===== config.mk =====
export PLATFORM = sky130hd
export DESIGN_NAME = fb_port_arbiter
export DESIGN_NICKNAME = d
export VERILOG_FILES = /design/src/rtl/fb_pkg.sv /design/src/rtl/fb_port_arbiter.sv
export SDC_FILE = /design/constraint.sdc
export NUM_CORES = 1
export LEC_CHECK = 0
export CORE_AREA = 2 2 89 91
export DETAILED_ROUTE_END_ITERATION = 12
export DIE_AREA = 0 0 91 93
export GPL_TIMING_DRIVEN = 0
export HOLD_SLACK_MARGIN = 0.05
export PLACE_DENSITY = 0.78
export SLEW_MARGIN = 20
export SYNTH_ARGS = -nofsm -noshare
export SYNTH_HDL_FRONTEND = slang
export SYNTH_SLANG_ARGS = --single-unit

===== constraint.sdc =====
create_clock -name clk -period 1.5 [get_ports clk]
set_input_delay 0.15 -clock clk [delete_from_list [all_inputs] [get_ports clk]]
set_output_delay 0.15 -clock clk [all_outputs]
set_load 0.02 [all_outputs]

===== src/rtl/fb_pkg.sv =====
// fb_pkg: shared frame-buffer widths and pixel/address types.
package fb_pkg;
  localparam int unsigned ADDR_W = 17;
  localparam int unsigned DATA_W = 24;
  typedef struct packed {
    logic [7:0] r;
    logic [7:0] g;
    logic [7:0] b;
  } rgb888_t;
  typedef logic [ADDR_W-1:0] fb_addr_t;
endpackage


===== src/rtl/fb_port_arbiter.sv =====
// fb_port_arbiter: single-port frame-buffer arbiter between scan-out reader and drawing writer.
// Optional writer anti-starvation forcing enabled by defining FB_ARB_STARVE_EN.
module fb_port_arbiter
  import fb_pkg::*;
#(
  parameter int unsigned STARVE_MAX = 8
) (
  input  logic              clk,
  input  logic              rst_n,
  input  logic              blank,
  input  logic              rd_req,
  input  logic [ADDR_W-1:0] rd_addr,
  output logic              rd_gnt,
  output logic [DATA_W-1:0] rd_data,
  output logic              rd_valid,
  input  logic              wr_req,
  input  logic [ADDR_W-1:0] wr_addr,
  input  logic [DATA_W-1:0] wr_data,
  output logic              wr_gnt,
  output logic              mem_en,
  output logic              mem_we,
  output logic [ADDR_W-1:0] mem_addr,
  output logic [DATA_W-1:0] mem_wdata,
  input  logic [DATA_W-1:0] mem_rdata
);
  logic              w_starve;
  logic              w_wr_pri;
  logic              r_v1;
  logic              r_valid;
  logic [DATA_W-1:0] r_hold;
  assign w_wr_pri = blank | w_starve;
  assign rd_gnt   = rst_n & rd_req & (~wr_req | ~w_wr_pri);
  assign wr_gnt   = rst_n & wr_req & (~rd_req | w_wr_pri);
  always_ff @(posedge clk or negedge rst_n) begin
    if (!rst_n) begin
      mem_en    <= 1'b0;
      mem_we    <= 1'b0;
      mem_addr  <= '0;
      mem_wdata <= '0;
    end else begin
      mem_en <= rd_gnt | wr_gnt;
      mem_we <= wr_gnt;
      if (rd_gnt | wr_gnt) begin
        mem_addr  <= wr_gnt ? wr_addr : rd_addr;
        mem_wdata <= wr_gnt ? wr_data : '0;
      end
    end
  end
  // RAM data arrives in the same cycle the second valid stage is high.
  always_ff @(posedge clk or negedge rst_n) begin
    if (!rst_n) begin
      r_v1    <= 1'b0;
      r_valid <= 1'b0;
      r_hold  <= '0;
    end else begin
      r_v1    <= rd_gnt;
      r_valid <= r_v1;
      if (r_valid) r_hold <= mem_rdata;
    end
  end
  assign rd_valid = r_valid;
  assign rd_data  = r_valid ? mem_rdata : r_hold;
`ifdef FB_ARB_STARVE_EN
  localparam int unsigned SW = $clog2(STARVE_MAX + 1);
  logic [SW-1:0] r_starve;
  always_ff @(posedge clk or negedge rst_n) begin
    if (!rst_n) r_starve <= '0;
    else if (!wr_req || wr_gnt) r_starve <= '0;
    else if (r_starve != SW'(STARVE_MAX)) r_starve <= r_starve + SW'(1);
  end
  assign w_starve = (r_starve == SW'(STARVE_MAX));
`else
  assign w_starve = 1'b0;
`endif
endmodule


==> results_dict.tcl <==
set metrics [dict create \
    status "finished with violations" \
    violations "negative setup slack" \
    finalSetupViolCount 24 \
    fin_ws_ns -0.144 \
    n_antenna_cell 0 \
    die_area_sq_um 8460 \
    required_ns 1.35 \
    drv_slew 0 \
    cts_root_buffer "clkbuf_8" \
    cp-start-kind "register" \
    fp.dieW_microns 91 \
    start_util_pct 37.0 \
    finalHoldViolCount 0 \
    synth_area_leaders "dfrtp_1 (62%), mux2_2 (9.7%), a22o_1 (7.5%)" \
    clock-sinks 69 \
    clk_pin_slew_ns 0.08 \
    grt_first_pass_wirelength_mm 13.0 \
    syn_area_per_cell_sq_um 13.1 \
    antenna_found_initial 0 \
    period_share_pct 110 \
    synthCells 213 \
    synth-edff-count 0 \
    via_count 2537 \
    synthArstFlopShare_pct 100 \
    pre_cts_ws_ns -1.09 \
    synth.distinct_cells 20 \
    core_sq_um 7530 \
    synth.largest_area_cell "dfrtp_1" \
    cts_buffers 9 \
    die_height_microns 93 \
    grt-ovfl-total 0 \
    wl_per_cell_microns 17.5 \
    synth_fp_nets 300 \
    io_pins 157 \
    first_iter_violations 82 \
    place_area_sq_um 4480 \
    grt_max_degree 37 \
    p_leak_nw 2.45 \
    cp-end-kind "output pin" \
    critPathArrivalTime_ns 1.49 \
    routabilityCongestion 0.829 \
    drc 0 \
    viasPerCell 5.06 \
    synth_top_area_share_pct 61.9 \
    p_switching_mw 1.60 \
    rrSetupSlack_ns 0.24 \
    port_buffers 155 \
    drv_cap 0 \
    p_per_area_nw_per_um2 1150 \
    yosysMostFrequentCell "dfrtp_1" \
    min_period_ns 1.64 \
    critical_path_class "reg -> out" \
    yosysWarningCount 0 \
    relSlewSlack_pct 50.1 \
    rsz0062_at_grt "true" \
    p_int_mw 4.41 \
    nNetsFinal 481 \
    multi_input_area_sq_um 1030 \
    clk_path_buf_depth 2 \
    cts_tree "done" \
    dp_hpwl_mm 5.74 \
    firstDrtPassIters 4 \
    final.setup_skew_ns 0.0104 \
    num-fill-cells 552 \
    drtAntennaViolNets 0 \
    clock_power_share_pct 33.7 \
    synth_area_sq_um 2790 \
    syn_to_final_growth_pct 86.8 \
    pwr-share-comb_pct 29.5 \
    fmax_mhz 608 \
    first_global_vias 2541 \
    ys.flop_type "dfrtp_1" \
    totalWireLength_mm 8.79 \
    final_area_sq_um 5210 \
    synth-seq-cells 69 \
    sw_frac_of_total_pct 26.7 \
    row_count 32 \
    hold_path.class "in -> reg" \
    clk_latency_ns 0.33 \
    drive_gt1_share_pct 26.1 \
    htree_num_levels 3 \
    tightest_slew_ns 0.746 \
    synthTopCellsByCount "dfrtp_1 (69), a22o_1 (24), mux2_2 (24)" \
    holdWs_ns 0.281 \
    ir_drop_mv 0.433 \
    synth-seq-area-share_pct 61.9 \
    track_usage_pct 19.6 \
    regArea_sq_um 1730 \
    pwr-share-seq_pct 36.8 \
    worstPathMaxFanout 7 \
]
power by group through the flow:
stage / clock, mW / sequential (mW) / combinational (mW)
global route: 2.14 / 2.24 / 1.87
CTS: 2.07 / 2.20 / 1.54
floorplan: 0 / 2.39 / 0.541
global placement: 0 / 2.23 / 1.54
finish: 2.03 / 2.21 / 1.77
detailed placement: 0 / 2.24 / 1.56
stage by stage:
stage	TNS (ns)	cells	util, %	power (mW)
after detailed placement	-26.71	471	59.6	3.79
after global routing	-4.18	501	69.2	6.25
final	-3.00	501	69.2	6.01
after floorplan	0	213	-	2.93
after CTS	-3.54	494	64.5	5.81
after global placement	-287.47	470	59.3	3.76
final timing paths:
kind                           from             to  depth (start not counted)
min                           blank    mem_addr[0]                          3
max                        rd_valid    rd_data[14]                          4
min in group asynchronous     rst_n   mem_addr[10]                          4
max in group asynchronous     rst_n  mem_wdata[12]                          4
min reg2reg                    r_v1       rd_valid                          0
max reg2reg                rd_valid     r_hold[10]                          4
cells by family after synthesis:
group	count (synthesis)	share of synthesized area, %
compound gates	77	20.5
flops	69	61.9
mux	24	9.69
buf+inv	22	4.58
simple gates	21	3.28
worst max-delay path, stage by stage, from the launching register on:
cell and delay [ns]:
dfrtp_1 0.40, buf_8 0.15, clkbuf_16 0.16, mux2_4 0.31
buf_6 0.13
flip-flops by register name, summed over array words and instances, names as in the netlist:
name and flops:
mem_wdata 24, r_hold 24, mem_addr 17, mem_en 1, mem_we 1, r_v1 1, rd_valid 1
cell type report:
cell class              count  share of cell area, %
repair buffers            171                   36.1
flip-flops and latches     69                   33.2
multi-input cells         122                   19.9
plain buffers              19                   3.03
clock buffers              10                   2.64
clock inverters             6                   2.57
well taps                 102                   2.45
inverters                   2                  0.144
timing repair:
action / in CTS / in global routing
endpoints found under the hold margin: 69 / 0
cloned: 1 / 2
buffers inserted: 3 / 5
hold buffers: 4 / 0
endpoints found under the setup margin: 39 / 46
pin swaps: 1 / 0
gates resized for setup: 136 / 84
placed cells by master (no fill, tap or decap), types with 2 or more instances in the layout:
cell / synthesis / routed
clkdlybuf4s50_1: 0 / 105
dfrtp_1: 69 / 69
buf_6: 3 / 27
mux2_4: 0 / 24
a22o_1: 24 / 24
dlymetal6s2s_1: 0 / 22
o2111ai_1: 17 / 17
nor2_1: 17 / 17
a31oi_1: 17 / 17
o21ai_0: 15 / 15
buf_4: 3 / 12
clkbuf_8: 0 / 11
buf_2: 9 / 7
bufinv_16: 0 / 4
buf_8: 0 / 3
o21ai_1: 2 / 2
clkbuf_16: 0 / 2
buf_12: 0 / 2
dlygate4sd3_1: 0 / 2
buf_16: 0 / 2
layer usage:
metal | share of wire [%] | track usage, % | up-vias | routed length, microns
li1 | - | - | 1169 | -
met1 | 40 | 23.9 | 1246 | 3530
met2 | 52 | 33.0 | 106 | 4600
met3 | 4.9 | 3.87 | 16 | 435
met4 | 2.5 | 10.5 | 0 | 224
met5 | 0 | 0 | - | 0
Note: power is estimated with default switching activity, not from simulation.
